[config.mk]
export PLATFORM = sky130hd
export DESIGN_NAME = sdram_port_arbiter
export DESIGN_NICKNAME = d
export VERILOG_FILES = /design/src/rtl/sdram_port_arbiter.sv
export SDC_FILE = /design/constraint.sdc
export NUM_CORES = 1
export LEC_CHECK = 0
export BUFFER_PORTS_ARGS = -buffer_cell sky130_fd_sc_hd__clkbuf_2
export CORE_MARGIN = 2
export CORE_UTILIZATION = 30
export DETAILED_ROUTE_END_ITERATION = 10
export GPL_TIMING_DRIVEN = 0
export PLACE_DENSITY = 0.69
export REMOVE_ABC_BUFFERS = 1
export SLEW_MARGIN = 20
export SYNTH_ARGS = -nofsm -noshare
export SYNTH_HDL_FRONTEND = slang
export SYNTH_SLANG_ARGS = --single-unit
[constraint.sdc]
create_clock -name clk -period 5.5 [get_ports clk]
set_clock_uncertainty 0.2 [all_clocks]
set_input_delay 0 -clock clk [delete_from_list [all_inputs] [get_ports clk]]
set_output_delay 0 -clock clk [all_outputs]
set_load 0.01 [all_outputs]
[src/rtl/sdram_port_arbiter.sv]
// Three-port SDRAM arbiter: VGA has priority with a fairness cap; CPU and AUX share round-robin.
// One transaction at a time through IDLE -> ISSUE -> WAIT -> DONE.
module sdram_port_arbiter #(
    parameter int unsigned ADDR_W  = 24,
    parameter int unsigned DATA_W  = 16,
    parameter int unsigned VGA_MAX = 4
) (
    input  logic              clk,
    input  logic              reset,

    input  logic              vga_req,
    input  logic              vga_we,
    input  logic [ADDR_W-1:0] vga_addr,
    input  logic [DATA_W-1:0] vga_wdata,
    output logic              vga_ack,

    input  logic              cpu_req,
    input  logic              cpu_we,
    input  logic [ADDR_W-1:0] cpu_addr,
    input  logic [DATA_W-1:0] cpu_wdata,
    output logic              cpu_ack,

    input  logic              aux_req,
    input  logic              aux_we,
    input  logic [ADDR_W-1:0] aux_addr,
    input  logic [DATA_W-1:0] aux_wdata,
    output logic              aux_ack,

    output logic [DATA_W-1:0] rdata,

    output logic              sd_req,
    output logic              sd_we,
    output logic [ADDR_W-1:0] sd_addr,
    output logic [DATA_W-1:0] sd_wdata,
    input  logic              sd_ack,
    input  logic [DATA_W-1:0] sd_rdata,

    output logic [1:0]        grant
);

    typedef enum logic [1:0] {StIdle, StIssue, StWait, StDone} state_t;

    localparam logic [1:0] GntNone = 2'd0;
    localparam logic [1:0] GntVga  = 2'd1;
    localparam logic [1:0] GntCpu  = 2'd2;
    localparam logic [1:0] GntAux  = 2'd3;

    state_t            r_state, w_state_nxt;
    logic [1:0]        r_grant;
    logic              r_we;
    logic [ADDR_W-1:0] r_addr;
    logic [DATA_W-1:0] r_wdata;
    logic [DATA_W-1:0] r_rdata;
    logic [3:0]        r_vga_cnt;
    logic              r_rr_aux;

    logic              w_other;
    logic              w_vga_sat;
    logic [1:0]        w_win;
    logic              w_win_we;
    logic [ADDR_W-1:0] w_win_addr;
    logic [DATA_W-1:0] w_win_wdata;
    logic              w_busy;

    assign w_other   = cpu_req | aux_req;
    assign w_vga_sat = (r_vga_cnt >= 4'(VGA_MAX));
    assign w_busy    = (r_state == StIssue) || (r_state == StWait);

    // VGA yields only once it has used its quota and someone else is waiting.
    always_comb begin
        w_win = GntNone;
        if (vga_req && !(w_vga_sat && w_other)) begin
            w_win = GntVga;
        end else if (cpu_req && aux_req) begin
            w_win = r_rr_aux ? GntAux : GntCpu;
        end else if (cpu_req) begin
            w_win = GntCpu;
        end else if (aux_req) begin
            w_win = GntAux;
        end
    end

    always_comb begin
        w_win_we    = 1'b0;
        w_win_addr  = '0;
        w_win_wdata = '0;
        unique case (w_win)
            GntVga: begin
                w_win_we    = vga_we;
                w_win_addr  = vga_addr;
                w_win_wdata = vga_wdata;
            end
            GntCpu: begin
                w_win_we    = cpu_we;
                w_win_addr  = cpu_addr;
                w_win_wdata = cpu_wdata;
            end
            GntAux: begin
                w_win_we    = aux_we;
                w_win_addr  = aux_addr;
                w_win_wdata = aux_wdata;
            end
            default: ;
        endcase
    end

    always_comb begin
        w_state_nxt = r_state;
        case (r_state)
            StIdle:  if (w_win != GntNone) w_state_nxt = StIssue;
            StIssue: w_state_nxt = sd_ack ? StDone : StWait;
            StWait:  if (sd_ack) w_state_nxt = StDone;
            StDone:  w_state_nxt = StIdle;
            default: w_state_nxt = StIdle;
        endcase
    end

    always_ff @(posedge clk or posedge reset) begin
        if (reset) begin
            r_state   <= StIdle;
            r_grant   <= GntNone;
            r_we      <= 1'b0;
            r_addr    <= '0;
            r_wdata   <= '0;
            r_rdata   <= '0;
            r_vga_cnt <= 4'd0;
            r_rr_aux  <= 1'b0;
        end else begin
            r_state <= w_state_nxt;
            if (r_state == StIdle && w_win != GntNone) begin
                r_grant <= w_win;
                r_we    <= w_win_we;
                r_addr  <= w_win_addr;
                r_wdata <= w_win_wdata;
                if (w_win == GntVga) begin
                    // Count only streaks that actually starve someone.
                    if (!w_other)       r_vga_cnt <= 4'd0;
                    else if (!w_vga_sat) r_vga_cnt <= r_vga_cnt + 4'd1;
                end else begin
                    r_vga_cnt <= 4'd0;
                    r_rr_aux  <= (w_win == GntCpu);
                end
            end
            if (r_state == StDone) r_grant <= GntNone;
            if (w_busy && sd_ack)  r_rdata <= sd_rdata;
        end
    end

    assign sd_req   = w_busy;
    assign sd_we    = r_we;
    assign sd_addr  = r_addr;
    assign sd_wdata = r_wdata;
    assign rdata    = r_rdata;
    assign grant    = r_grant;

    assign vga_ack = (r_state == StDone) && (r_grant == GntVga);
    assign cpu_ack = (r_state == StDone) && (r_grant == GntCpu);
    assign aux_ack = (r_state == StDone) && (r_grant == GntAux);

endmodule

* Word level (Yosys, flattened, before mapping)
Index checks and enable logic that the tools add are counted.
Word-level totals: flip-flop bits (word level) 66, input port bits 145, output and inout port bits 63
Operators by class: add/sub/neg operators 1, magnitude comparators 1, equal/unequal tests 12, multiplexer cells 17, bitwise logic cells 2, reduce and logical (&&, ||, !) cells 16
Operator list (number):
- 24-bit case mux with 3 select lines | 1
- 16-bit case mux with 3 select lines | 1
- 2-bit 2-to-1 mux | 8
- 2-bit equality test (second input constant) | 6
- 4-bit 2-to-1 mux | 3
- 1-bit logical AND | 8
- 2-bit case mux with 4 select lines | 1
- 2-bit by 1-bit equality test with 1-bit output (second input constant) | 3
- 2-bit AND reduction | 3
- 4-bit by 1-bit adder with 4-bit output (second input constant) | 1
- 4-bit by 3-bit greater-or-equal comparator with 1-bit output (second input constant) | 1
- 2-bit inequality test (second input constant) | 2
- 2-bit nonzero test | 2
- 3-bit inequality test (second input constant) | 1
- 1-bit case mux with 3 select lines | 1
- 2-bit zero test | 1
- 1-bit 2-to-1 mux | 2
- 1-bit zero test | 1
- 1-bit logical OR | 1
- 1-bit inverter | 1
- 1-bit OR | 1

* Depth between registers and ports, before layout
Gate-level depths: netlist of run 1.
word-level depth 9, gate-level depth with buffers 8, depth with buffers taken out 5

* Worst setup path before layout of run 1
No wires, ideal clock.
kind flip-flop to flip-flop, start point register r_state[0], end point register r_rdata[0], in the netlist rdata[0], setup time 0.125 ns, data arrival time 1.731 ns, setup slack 3.444 ns, cell stages (with the launch flop) 6, buffers on the path 1, cell sequence dfrtp_1 inv_1 ha_1 nand2_1 clkbuf_1 mux2_2
On the way: cells in the longest elaborated chain, start to end 3, elaborated cells on any way between the ends 4, classes of those cells 2 x eq/ne; 2 x reduce/logical
RTL lines:
- start: declaration | line 48 | state_t r_state, w_state_nxt;
- start signal: assignment | line 120 | r_state <= StIdle;
- start signal: assignment | line 129 | r_state <= w_state_nxt;
- 2-bit by 1-bit equality test with 1-bit output / 2-bit equality test (equally long branches) | line 67 | assign w_busy = (r_state == StIssue) || (r_state == StWait);
- 1-bit logical OR (*) | line 67
- net sd_req | line 31 | output logic sd_req,
- 1-bit logical AND (*) | line 145 | if (w_busy && sd_ack) r_rdata <= sd_rdata;
- end signal: assignment | line 145
- end: declaration | line 53 | logic [DATA_W-1:0] r_rdata;
Mark *: on every way through the listed nets, which the timed path passes. The rest lies on a longest branch. A chain may end at the register's enable or synchronous reset.

* Worst setup path in the final report of run 1
start point register r_state[0], end point register r_wdata[12], in the netlist sd_wdata[12]
On the way: cells in the longest elaborated chain, start to end 2
RTL lines:
- 2-bit zero test | line 130 | if (r_state == StIdle && w_win != GntNone) begin
- 1-bit logical AND | line 130
- end signal: assignment | line 134 | r_wdata <= w_win_wdata;
- end: declaration | line 52 | logic [DATA_W-1:0] r_wdata;
Every way passes these cells.

==> results.txt, run 1 <==
The count of boundary I/O pins came out at 208. The net load switching power came out at 0.00119 W. The internal power came out at 0.00210 W. The worst-case setup slack after placement came out at 3.04 ns. The number of standard cells in the final layout excluding fillers came out at 814. The clock insertion delay at the later pin of the skew report came out at 0.34 ns. The share of synthesized flip-flops with an asynchronous set or reset came out at 100%.

The clock slew at the register clock pins of the worst setup and hold paths is 0.05 ns. Headroom to the max-slew limit came out at 28.0%. The worst register-to-register path ends at sd_wdata[12]$_DFFE_PP0P_.

The synthesis-to-finish area growth is 71.3%. Detailed placement finished with a half-perimeter wire length of 8.55 mm. Once placement finished, the instance area stood at 4860 um^2.

The detailed-route via count is 4,436. The post-route minimum period is 2.83 ns. The iteration count of the initial detailed-routing pass came out at 7. For this run, the top clock speed supported by timing is 0.354 GHz. The startpoint identified for the worst register-to-register timing path is r_state[0]$_DFFE_PP0P_. The overall die area came out at 13,000 um^2.

The total inserted antenna cells came out at 0. The clock root buffer master is sky130_fd_sc_hd__clkbuf_16. In the routed design, unresolved DRC markers number 0. The setup path with the least slack is of type register to register. After synthesis, the cell types taking the most area are sky130_fd_sc_hd__dfrtp_1 45%, sky130_fd_sc_hd__nand3_1 11%, sky130_fd_sc_hd__a41oi_1 7.5%, sky130_fd_sc_hd__a31oi_1 7.4%, sky130_fd_sc_hd__mux2_2 5.3%.

The tool flagged a number of max-cap violations equal to 0. The dominant synthesized flop cell is sky130_fd_sc_hd__dfrtp_1. The cell count after synthesis is 379. In the routed layout, each cell is associated on average with a via count of 5.45.

The setup TNS came out at 0 ns. The measured slew at the worst slew-check pin is 1.08 ns. Yosys mapped a number of flops with a built-in enable equal to 0.

The setup violation total in the final timing report came out at 0. The Yosys step of the flow raised 0 warnings. Net switching is 36.3% of the power. The total placed cells including tap cells is 697. The path class of the tightest hold or removal check is primary input to asynchronous set/reset pin. The areal power density over the cells is 528 nW/um^2. The detail route stage leaves a number of antenna-violating nets equal to 0. The TritonCTS clock tree is done.

STA puts the critical path data required time at 5.57 ns. For the worst setup path, the data arrival time is 2.90 ns. The die width came out at 114 um.

The worst setup path is launched from a register. The share of total power in combinational logic came out at 52.0%. The clock group share of total power came out at 20.8%. The initialized floorplan defines 40 standard-cell rows. The initial antenna violation count came to 0. The last weighted congestion value of the routability-driven placer came out at 0.765. The share of layout cells above drive strength 1 came out at 40.0%. The share of the clock period used by the worst path after layout came out at 51.4%. At the end of the flow, the number of nets in the layout was 813.

The number of buffers added by the clock tree synthesis step came out at 9. After synthesis the netlist holds a flip-flop and latch count of 66. The run finished with clean final reports. The die boundary height is 114 um.

The worst-case reg-to-reg path depth is 7. Sequential cells account for 27.2% of the total power. IR analysis of the VDD net gives a maximum drop of 0.000244 V. The post-synth design cell area came out at 3640 um^2. The placeable core area is 11,900 um^2.

The static leakage came out at 2.83 nW. The total track usage came out at 20.6%. The number of hold-slack violations in the final timing report came out at 0.

The area of all placed cells without fillers is 6230 um^2. The synthesized design devotes to its leading area cell type 45.4% of total area. The largest net degree at the start of global routing is 51. Yosys mapped the design onto 33 distinct sky130hd cell types. The setup slack of the worst register-to-register path came out at 2.67 ns. The setup slack of the critical path after layout is 2.67 ns.

Overall power consumption after layout is estimated at 0.00329 W. sky130_fd_sc_hd__nand3_1 is the most common cell in the netlist. The first global-routing pass estimated 21.3 mm of wire. Input and output buffers added on the ports amount to 207. After detailed routing, the average wire length per cell comes to 16.6 um. No sink is reached through more buffers than the 2 on the longest clock path. The max-slew violation total from the final report came out at 0.

The total of fill cells in the finished design is 1,038. The H-tree depth came out at 3. Wires add up to 13.5 mm. The synthesized area divided by synthesized cell count came out at 9.60 um^2. Sequential cells were found to cover 45.4% of the synthesized design area. The first routing iteration left 298 violations.

The post-CTS setup-driven buffer insertion count is 0. The synthesized design spends more area on one cell type than any other, namely sky130_fd_sc_hd__dfrtp_1. The total grt overflow came out at 0. Ranked by instance count, the synthesized netlist is headed by 82 x sky130_fd_sc_hd__nand3_1, 66 x sky130_fd_sc_hd__dfrtp_1, 45 x sky130_fd_sc_hd__nor2_1, 43 x sky130_fd_sc_hd__a31oi_1, 31 x sky130_fd_sc_hd__a41oi_1. Setup repair after global routing left no endpoint under its margin. STA classifies the critical path endpoint as a register. The via count of the first global-routing pass is 4,540. Along the worst path, the maximum fanout reaches 24. The initial utilization of the core area, before any placement, comes to 30.5%. The tree built by TritonCTS fans out to 66 sinks.
[per-stage QoR]
stage | utilization (%) | hold slack, ns
3_3_place_gp | 39.0 | 0.0355
5_1_grt | 52.3 | 0.0846
3_5_place_dp | 40.8 | -0.177
4_1_cts | 52.3 | 0.00854
2_1_floorplan | - | -0.0809
6_report | 52.3 | 0.0481
[registers in the layout, summed over array words and instances, names as in the netlist]
register   cells
grant          2
r_rr_aux       1
r_state        2
r_vga_cnt      4
rdata         16
sd_addr       24
sd_wdata      16
sd_we          1
[worst max path at each step]
stage,to,from
floorplan,sd_addr[10]$_DFFE_PP0P_,r_vga_cnt[2]$_DFFE_PP0P_
global placement,sd_addr[8]$_DFFE_PP0P_,vga_req
detailed placement,sd_addr[23]$_DFFE_PP0P_,vga_req
CTS,sd_addr[11]$_DFFE_PP0P_,r_state[0]$_DFFE_PP0P_
global route,sd_wdata[12]$_DFFE_PP0P_,r_state[1]$_DFFE_PP0P_
finish,sd_wdata[12]$_DFFE_PP0P_,r_state[0]$_DFFE_PP0P_
[repair_timing]
action                    CTS  global route
resized for setup           0             0
hold endpoints to repair  126             0
hold buffers              101             0
[cells by family after synthesis]
family | after synthesis | share of synthesized area, %
compound gates | 101 | 23.4
fa+ha+maj | 6 | 2.06
buf+inv | 49 | 6.09
flops | 66 | 45.4
mux | 17 | 5.26
simple gates | 140 | 17.8
[layout by cell type, fill, tap and decap left out, types with 2 or more instances in the layout]
| cell | count |
|---|---|
| sky130_fd_sc_hd__nand3_1 | 82 |
| sky130_fd_sc_hd__a211oi_1 | 2 |
| sky130_fd_sc_hd__a41oi_1 | 31 |
| sky130_fd_sc_hd__bufinv_16 | 3 |
| sky130_fd_sc_hd__nor2_1 | 45 |
| sky130_fd_sc_hd__dfrtp_1 | 66 |
| sky130_fd_sc_hd__inv_1 | 3 |
| sky130_fd_sc_hd__a31oi_1 | 43 |
| sky130_fd_sc_hd__buf_12 | 2 |
| sky130_fd_sc_hd__buf_16 | 4 |
| sky130_fd_sc_hd__o21ai_0 | 2 |
| sky130_fd_sc_hd__ha_1 | 6 |
| sky130_fd_sc_hd__a41oi_2 | 10 |
| sky130_fd_sc_hd__clkbuf_8 | 2 |
| sky130_fd_sc_hd__clkbuf_16 | 9 |
| sky130_fd_sc_hd__clkbuf_2 | 206 |
| sky130_fd_sc_hd__nand2_1 | 6 |
| sky130_fd_sc_hd__buf_6 | 2 |
| sky130_fd_sc_hd__mux2_2 | 17 |
| sky130_fd_sc_hd__a21oi_1 | 4 |
| sky130_fd_sc_hd__dlygate4sd3_1 | 101 |
[metal layers]
metal	wire [um]	vias to the layer above	track usage, %
met3	1120	41	4.29
met2	6970	278	37.3
li1	-	2011	-
met1	5050	2106	22.6
met5	0	-	0
met4	396	0	11.2
[power groups by stage]
stage                     Combinational, W  Sequential, W  Clock, W
final                              0.00171       0.000897  0.000684
after global routing               0.00186       0.000927  0.000716
after CTS                          0.00168       0.000893  0.000699
after detailed placement           0.00135       0.000895         0
after global placement             0.00124       0.000879         0
after floorplan                   0.000676       0.000975         0
[cell type report]
| cell class | instances | area, um^2 | area share, % |
|---|---|---|---|
| multi-input combinational | 264 | 1790 | 28.7 |
| inverter | 4 | 17.5 | 0.281 |
| timing repair buffer | 317 | 2240 | 35.9 |
| clock inverter | 4 | 97.6 | 1.57 |
| sequential | 66 | 1650 | 26.5 |
| clock buffer | 12 | 256 | 4.12 |
| tap | 147 | 184 | 2.95 |
[worst max-delay path, stage by stage, from the launching register on]
cell,delay [ns]
sky130_fd_sc_hd__dfrtp_1,0.41
sky130_fd_sc_hd__inv_1,0.14
sky130_fd_sc_hd__ha_1,0.39
sky130_fd_sc_hd__o31a_2,0.59
sky130_fd_sc_hd__buf_16,0.23
sky130_fd_sc_hd__nor2_1,0.05
sky130_fd_sc_hd__a31oi_1,0.15
sky130_fd_sc_hd__dlygate4sd3_1,0.57
Power figures use the tool's default switching activity.
==> run 2, diff against run 1 <==
Settings changed: PLACE_DENSITY 0.69 to 0.71.
Clock period 5.5 ns to 2.37 ns, I/O delays scaled along.
==> results.txt, run 2 (synthesis results as in run 1) <==
The number of flip-flops in the largest register came out at 24 (unchanged). The maximum clock rate came out at 0.440 GHz. The TritonCTS clock tree is done (unchanged).

The number of max-cap violations came to 0 (unchanged). The setup slack of the worst register-to-register path is 0.12 ns (was 2.67 ns). The measured slew at the worst slew-check pin came out at 1.13 ns (was 1.08 ns).

The initial standard-cell utilization of the core was 30.5% (unchanged). The worst hold slack after final layout came out at 0.0326 ns (was 0.0481 ns). The worst slew slack as a fraction of its limit came to 24.7% (was 28.0%).

The last weighted congestion value of the routability-driven placer is 0.735 (was 0.765). The worst-case reg-to-reg path depth is 6 (was 7). The required time of the critical path came out at 2.35 ns (was 5.57 ns).

Result of the run: completed (unchanged). The worst-case setup slack after placement came out at -0.154 ns (was 3.04 ns). The category of the worst setup path capture point is a register (unchanged). The placed wire-length estimate came out at 8.61 mm (was 8.55 mm). The capture point of the worst reg-to-reg path was sd_addr[2]$_DFFE_PP0P_ (was sd_wdata[12]$_DFFE_PP0P_). The placeable core area is 11,900 um^2 (unchanged). The overall die area came out at 13,000 um^2 (unchanged). The worst path needs 2.27 ns of the cycle, external delays included. The area occupied by registers came out at 1650 um^2 (unchanged).

The synthesis-to-finish area growth came out at 81.3% (was 71.3%). The via count of the first global-routing pass is 5,140 (was 4,540). The net load switching power is 0.00271 W (was 0.00119 W). The total routed wirelength is 15.6 mm (was 13.5 mm). The max-slew violation total from the final report came out at 0 (unchanged). The total of fill cells in the finished design came out at 969 (was 1,038). The number of buffers added by the clock tree synthesis step is 9 (unchanged). The maximum root-to-sink buffer count came out at 2 (unchanged). RSZ-0062 raised after global routing: false (unchanged). The H-tree depth came out at 3 (unchanged). The die width came out at 114 um (unchanged). The average routed wire per standard cell came to 18.3 um (was 16.6 um). The arrival time at the worst endpoint came to 2.26 ns (was 2.90 ns). The count of port buffers added during placement is 207 (unchanged).

The most frequent standard cell in the layout excluding fill and tap cells is sky130_fd_sc_hd__clkbuf_2 (unchanged). The count of boundary I/O pins was 208 (unchanged). The largest net degree at the start of global routing came out at 50 (was 51). The total inserted antenna cells is 0 (unchanged). The clock root buffer master is sky130_fd_sc_hd__clkbuf_16 (unchanged).

The number of hold-slack violations in the final timing report is 0 (unchanged). The highest net fanout along the worst path came out at 48 (was 24). Top library cells by usage in the layout, fill and taps aside: 206 x sky130_fd_sc_hd__clkbuf_2, 142 x sky130_fd_sc_hd__dlygate4sd3_1, 82 x sky130_fd_sc_hd__nand3_1 (was 206 x sky130_fd_sc_hd__clkbuf_2, 101 x sky130_fd_sc_hd__dlygate4sd3_1, 82 x sky130_fd_sc_hd__nand3_1). The sink count of the clock tree came to 66 (unchanged). The switching power share of the total is 39.2% (was 36.3%).

The area of combinational cells with multiple inputs came out at 1790 um^2 (about the same). The share of total power in combinational logic is 49.6% (was 52.0%). The initial antenna violation count is 0 (unchanged). The final layout net count came to 853 (was 813). The iteration count of the initial detailed-routing pass came out at 5 (was 7).

The maximum VDD drop is 0.000387 V (was 0.000244 V). The clock group share of total power is 20.6% (was 20.8%). The static leakage was 3.00 nW (was 2.83 nW).

The initial detailed-routing violation count is 494 (was 298). The share of layout cells above drive strength 1 came out at 37.2% (was 40.0%). The areal power density over the cells was 1050 nW/um^2 (was 528 nW/um^2). The clock insertion delay at the later pin of the skew report came to 0.32 ns (was 0.34 ns). The class of the tightest hold or removal check is primary input to asynchronous set/reset pin (unchanged).

The critical path class is primary input to register (was register to register). The detailed-route via count is 4,818 (was 4,436). The nature of the critical path startpoint is a primary input (was register). The setup slack of the critical path after layout is 0.0984 ns (was 2.67 ns).

The launch point of the worst reg-to-reg path was r_state[0]$_DFFE_PP0P_ (unchanged). The total track usage is 23.8% (was 20.6%). The via-per-instance ratio is 5.64 (was 5.45). The sequential share of power is 29.9% (was 27.2%).

The internal power came out at 0.00420 W (was 0.00210 W). The clock slew at the register clock pins of the worst setup and hold paths came out at 0.05 ns (about the same). The die boundary height is 114 um (unchanged). The worst path uses 95.8% of the clock period. The total grt overflow is 0 (unchanged). The first-pass GRT wire length came out at 24.7 mm (was 21.3 mm). The row count came out at 40 (unchanged).

The setup violation total in the final timing report came to 0 (unchanged). The final antenna-violating net count came to 0 (unchanged). The DRC violation count after routing came to 0 (unchanged).
==> run 2: changes by cell type in the layout (fill, tap and decap cells not counted), sizes merged <==
| cell | change |
|---|---|
| dlygate4sd3 | +41 |
| clkbuf | +2 |
| buf | -1 |
| bufinv | -1 |
| clkinvlp | -1 |
==> run 2: how the worst max path moves through the flow <==
stage / from / to / slack [ns] / depth (start not counted)
after CTS: r_state[0]$_DFFE_PP0P_ / grant[0]$_DFFE_PP0P_ / 0.03 / 6
after global placement: vga_req / sd_addr[15]$_DFFE_PP0P_ / -1.56 / 4
after floorplan: r_vga_cnt[2]$_DFFE_PP0P_ / sd_addr[10]$_DFFE_PP0P_ / -0.22 / 3
after global routing: r_state[0]$_DFFE_PP0P_ / sd_addr[2]$_DFFE_PP0P_ / 0.01 / 6
after detailed placement: vga_req / sd_addr[15]$_DFFE_PP0P_ / -0.15 / 5
final: vga_req / sd_addr[2]$_DFFE_PP0P_ / 0.1 / 5
==> run 2: layout make-up <==
cell class	count	area share, %
clock buffer	14	3.85
clock inverter	2	0.911
tap	147	2.79
sequential	66	25.1
timing repair buffer	357	39.9
multi-input combinational	264	27.2
inverter	4	0.266
==> run 2: power groups by stage <==
| stage | combinational (W) | sequential [W] | clock [W] |
|---|---|---|---|
| after floorplan | 0.00157 | 0.00226 | 0 |
| after global placement | 0.00288 | 0.00203 | 0 |
| after detailed placement | 0.00316 | 0.00205 | 0 |
| after CTS | 0.00333 | 0.00205 | 0.00145 |
| after global routing | 0.00372 | 0.00213 | 0.00151 |
| final | 0.00343 | 0.00207 | 0.00142 |
==> run 2: critical path, stage by stage <==
cell and delay [ns]:
sky130_fd_sc_hd__clkbuf_2 0.82, sky130_fd_sc_hd__or3b_4 0.69, sky130_fd_sc_hd__buf_12 0.27, sky130_fd_sc_hd__a41oi_1 0.30, sky130_fd_sc_hd__a31oi_1 0.13
==> run 2: layer usage <==
| layer | part of all wire (%) | up-vias | global-route usage, % |
|---|---|---|---|
| li1 | - | 2092 | - |
| met1 | 38 | 2219 | 27.3 |
| met2 | 47 | 422 | 39.7 |
| met3 | 9.9 | 85 | 6.46 |
| met4 | 4.9 | 0 | 14.6 |
| met5 | 0 | - | 0 |
==> run 2: what timing repair did <==
item,4_1_cts,5_1_grt
buffers inserted,0,0
hold buffers,142,0
endpoints found under the setup margin,0,5
resized for setup,0,1
endpoints found under the hold margin,125,0
==> run 2: stage by stage <==
step	utilization [%]	setup TNS [ns]	cell area (um^2)	instances	total power [W]
after floorplan	-	-8.96	3430	334	0.00383
after global placement	39.0	-83.52	4650	688	0.00491
after detailed placement	40.7	-1.24	4850	696	0.00521
after CTS	55.3	0	6590	854	0.00683
after global routing	55.3	0	6590	854	0.00736
final	55.3	0	6590	854	0.00691
==> run 3, diff against run 2 <==
Settings changed: CTS_BUF_LIST from default to sky130_fd_sc_hd__clkbuf_2 sky130_fd_sc_hd__clkbuf_4 sky130_fd_sc_hd__clkbuf_8.
==> results.txt, run 3 <==
The placed wire-length estimate is 8.61 mm (unchanged). The XOR/XNOR share of the synthesized area is 0% (unchanged). The die width is 114 um (unchanged). The post-synth design cell area came out at 3640 um^2 (unchanged).

The combinational family with the most area after synthesis is compound AO/OA/AOI/OAI gates (unchanged). The dominant cell by count in the synthesized netlist is sky130_fd_sc_hd__nand3_1 (unchanged). The total placed cells including tap cells was 696 (unchanged). The unique cell type count in the Yosys netlist came out at 33 (unchanged). The share of the synthesized area in compound gates (AO/OA/AOI/OAI) came out at 23.4% (unchanged). The number of register bits inferred by synthesis came out at 66 (unchanged).

The share of the synthesized area in the top cell type is 45.4% (unchanged). The cell count after synthesis came out at 379 (unchanged). The synthesized area divided by synthesized cell count is 9.60 um^2 (unchanged). The first error in the log reads "[ERROR RSZ-0060] Max buffer count reached". The last weighted congestion value of the routability-driven placer is 0.735 (unchanged). The number of buffers added by the clock tree synthesis step came out at 9 (unchanged). The adder-cell share of the synthesized area came out at 2.06% (unchanged). The die boundary height came out at 114 um (unchanged).

The number of enable-type register cells in the synthesized netlist is 0 (unchanged). Most frequent cells after synthesis: 82 x sky130_fd_sc_hd__nand3_1, 66 x sky130_fd_sc_hd__dfrtp_1, 45 x sky130_fd_sc_hd__nor2_1, 43 x sky130_fd_sc_hd__a31oi_1, 31 x sky130_fd_sc_hd__a41oi_1 (unchanged). The sink count of the clock tree is 66 (unchanged).

The post-CTS setup-driven buffer insertion count came out at 0 (unchanged). The count of hold-fix buffers inserted at cts is 143 (was 142). The share of synthesized flip-flops with an asynchronous set or reset is 100% (unchanged). The H-tree depth was 3 (unchanged).

The sequential cell area fraction in the yosys report came out at 45.4% (unchanged). The clock root buffer master is sky130_fd_sc_hd__clkbuf_8 (was sky130_fd_sc_hd__clkbuf_16). The cell accounting for the most synthesized area is sky130_fd_sc_hd__dfrtp_1 (unchanged). The row count came out at 40 (unchanged). The count of warnings emitted by yosys is 0 (unchanged). The synthesized-area fraction occupied by and/or/nand/nor cells is 17.8% (unchanged). The post-detailed-placement cell area came out at 4850 um^2 (unchanged). The count of boundary I/O pins was 208 (unchanged).

The maximum root-to-sink buffer count came to 2 (unchanged). It got as far as clock tree synthesis (4_1_cts) and failed there. The multiplexer fraction of the synthesized cell area is 5.26% (unchanged).

The number of instances resized during post-cts repair is 0 (unchanged). Result of the run: stopped before the end (was completed). The count of port buffers added during placement came out at 207 (unchanged). Cell types with the largest area share after synthesis: sky130_fd_sc_hd__dfrtp_1 45%, sky130_fd_sc_hd__nand3_1 11%, sky130_fd_sc_hd__a41oi_1 7.5%, sky130_fd_sc_hd__a31oi_1 7.4%, sky130_fd_sc_hd__mux2_2 5.3% (unchanged). The dominant synthesized flop cell was sky130_fd_sc_hd__dfrtp_1 (unchanged). The initial standard-cell utilization of the core is 30.5% (unchanged).
## run 3: cell counts after synthesis
Identical to the previous run, type by type.
## run 3: cell families after synthesis
family                   Yosys count
adder cells (fa/ha/maj)            6
buffers and inverters             49
AO/OA/AOI/OAI                    101
AND/OR/NAND/NOR                  140
multiplexers                      17
flip-flops                        66
## run 3: metrics by stage
step                      setup TNS, ns  setup WS (ns)
after floorplan                   -8.96         -0.219
after global placement           -83.52          -1.56
after detailed placement          -1.24         -0.154
==> run 4, diff against run 3 <==
Settings changed: CORE_UTILIZATION 30 to 20, CTS_BUF_LIST sky130_fd_sc_hd__clkbuf_2 sky130_fd_sc_hd__clkbuf_4 sky130_fd_sc_hd__clkbuf_8 to default, PLACE_DENSITY 0.71 to default, PLACE_DENSITY_LB_ADDON from default to 0.15.
Clock period 2.37 ns to 3.08 ns, I/O delays scaled along.
==> results.txt, run 4 (synthesis results as in run 1) <==
The setup TNS is 0 ns. The largest net degree at the start of global routing came out at 50. The first global-routing pass estimated 22.7 mm of wire. Across every metal layer, demand over resource in global routing totals 14.5%.

Dividing the final minimum period by the clock period gives 91.3%. The met2 track demand over resource is 24.6%. After the last flow step, the layout net total stands at 814. The required time of the critical path is 3.10 ns. The via count of the first global-routing pass came out at 4,401. In the layout the commonest cells are 205 x sky130_fd_sc_hd__clkbuf_2, 101 x sky130_fd_sc_hd__dlygate4sd3_1, 82 x sky130_fd_sc_hd__nand3_1. Setup repair after global routing left no endpoint under its margin.

The sequential share of power came out at 28.3%. The layout has 1,876 filler cells. The clock root buffer master is sky130_fd_sc_hd__clkbuf_16 (was sky130_fd_sc_hd__clkbuf_8). The count of boundary I/O pins is 208 (unchanged). Summed over all layers, the routed wires come to 14.2 mm.

The placed wire-length estimate is 9.55 mm (was 8.61 mm). After clock tree synthesis, the clock-pin slew on the worst setup and hold paths is 0.06 ns. The initial detailed-routing violation count is 149. The DRC violation count after routing came out at 0. The synthesis-to-finish area growth came out at 72.3%. The peak-usage layer in the global routing report is met2. The initial antenna violation count is 0. Cells with a size suffix above 1 make up 40.0% of the layout. The iteration count of the initial detailed-routing pass came out at 4. The placeable core area is 17,900 um^2. The arrival time at the worst endpoint is 2.83 ns. The number of flip-flops in the largest register came out at 24.

The clock insertion delay at the later pin of the skew report is 0.33 ns. STA classifies the critical path startpoint as a register. The max-slew violation total from the final report came out at 0. The static leakage came out at 2.80 nW. The worst hold slack after final layout is 0.0153 ns. The die width is 139 um (was 114 um). The total grt overflow is 0. The worst slew slack as a fraction of its limit came out at 46.5%.

The class of the tightest hold or removal check is primary input to asynchronous set/reset pin. The most frequent standard cell in the layout excluding fill and tap cells is sky130_fd_sc_hd__clkbuf_2. The post-CTS setup-driven buffer insertion count came to 0 (unchanged). The net load switching power came out at 0.00212 W. The internal power is 0.00347 W. The maximum root-to-sink buffer count is 2 (unchanged). Result of the run: completed (was stopped before the end).

The last weighted congestion value of the routability-driven placer came out at 0.743 (was 0.735). Global routing used 18.4% of the available met1 tracks. Along the worst path, the maximum fanout reaches 13. The total placed cells including tap cells is 780 (was 696).

The detailed-route via count is 4,266. The average routed wire per standard cell is 15.9 um. At the end of the flow the core is filled with cells to 35.0%. The final antenna-violating net count is 0. The die boundary height came to 139 um (was 114 um). The critical path is of the register to register type. The maximum VDD drop is 0.000485 V. The number of hold-slack violations in the final timing report is 0. TritonCTS built the clock tree. The clock group share of total power is 16.6%. The total power consumption of the routed design came out at 0.00559 W. The switching power share of the total came out at 38.0%. The H-tree depth came to 3 (unchanged). In the routed layout, each cell is associated on average with a via count of 4.76.

The measured slew at the worst slew-check pin came out at 0.803 ns. The count of port buffers added during placement is 207 (unchanged). The worst setup path is captured at a register. The sink count of the clock tree is 66 (unchanged). Setup violations remaining at the end of the flow were counted as 0. The overall die area came out at 19,300 um^2. The initial standard-cell utilization of the core is 20.3% (was 30.5%). The worst path needs 2.81 ns of the cycle, external delays included. The areal power density over the cells came out at 892 nW/um^2. The number of standard cells in the final layout excluding fillers came out at 897. The number of buffers added by the clock tree synthesis step came out at 9 (unchanged). Timing would allow up to 0.355 GHz. The routing usage on met3 came out at 4.11%. The row count came out at 49 (was 40). Across the run, the number of max-cap violations was 0. The share of total power in combinational logic came out at 55.1%.

The total inserted antenna cells came out at 0.
run 4: final cells by class:
class	instances	area [um^2]	area share (%)
Clock inverter	5	31.3	0.499
Clock buffer	11	233	3.71
Inverter	4	17.5	0.279
Tap cell	229	287	4.57
Sequential cell	66	1650	26.3
Multi-Input combinational cell	264	1790	28.6
Timing Repair Buffer	318	2260	36.0
run 4: through the flow:
stage | worst slack (ns) | area [um^2]
floorplan | 0.491 | 3430
global placement | -1.06 | 4750
detailed placement | 0.745 | 4990
CTS | 0.222 | 6260
global route | 0.0739 | 6270
finish | 0.267 | 6270
run 4: power groups by stage:
stage	logic [W]	clock network [W]	registers (W)
final	0.00308	0.000927	0.00158
after global routing	0.00336	0.00102	0.00165
after CTS	0.00308	0.000978	0.00159
after detailed placement	0.00249	0	0.00160
after global placement	0.00232	0	0.00158
after floorplan	0.00121	0	0.00174
run 4: timing repair:
action	in CTS	in global routing
setup endpoints to repair	0	1
gates resized for setup	0	1
endpoints found under the hold margin	126	0
hold buffers	101	0
run 4: critical path: stages (launching register included):
cell	delay, ns
sky130_fd_sc_hd__dfrtp_1	0.43
sky130_fd_sc_hd__inv_1	0.14
sky130_fd_sc_hd__ha_1	0.44
sky130_fd_sc_hd__o31ai_4	0.26
sky130_fd_sc_hd__buf_6	0.22
sky130_fd_sc_hd__buf_6	0.16
sky130_fd_sc_hd__a41oi_1	0.17
sky130_fd_sc_hd__a31oi_1	0.10
sky130_fd_sc_hd__dlygate4sd3_1	0.56
run 4: final timing paths:
| kind | startpoint | endpoint | slack [ns] | cells past startpoint |
|---|---|---|---|---|
| min in group clk | sd_rdata[8] | rdata[8]$_DFFE_PP0P_ | 0.24 | 3 |
| setup / recovery | r_state[1]$_DFFE_PP0P_ | sd_addr[17]$_DFFE_PP0P_ | 0.27 | 8 |
| hold / removal | reset | rdata[1]$_DFFE_PP0P_ | 0.02 | 3 |
| hold reg to reg | r_vga_cnt[1]$_DFFE_PP0P_ | r_vga_cnt[1]$_DFFE_PP0P_ | 0.29 | 2 |
| setup reg to reg | r_state[1]$_DFFE_PP0P_ | sd_addr[17]$_DFFE_PP0P_ | 0.27 | 8 |
| max in group asynchronous | reset | sd_addr[20]$_DFFE_PP0P_ | 2.12 | 4 |
run 4: layer usage:
layer / routed length, um / vias up
li1: - / 2012
met1: 6440 / 2091
met2: 6910 / 156
met3: 759 / 7
met4: 123 / 0
met5: 0 / -
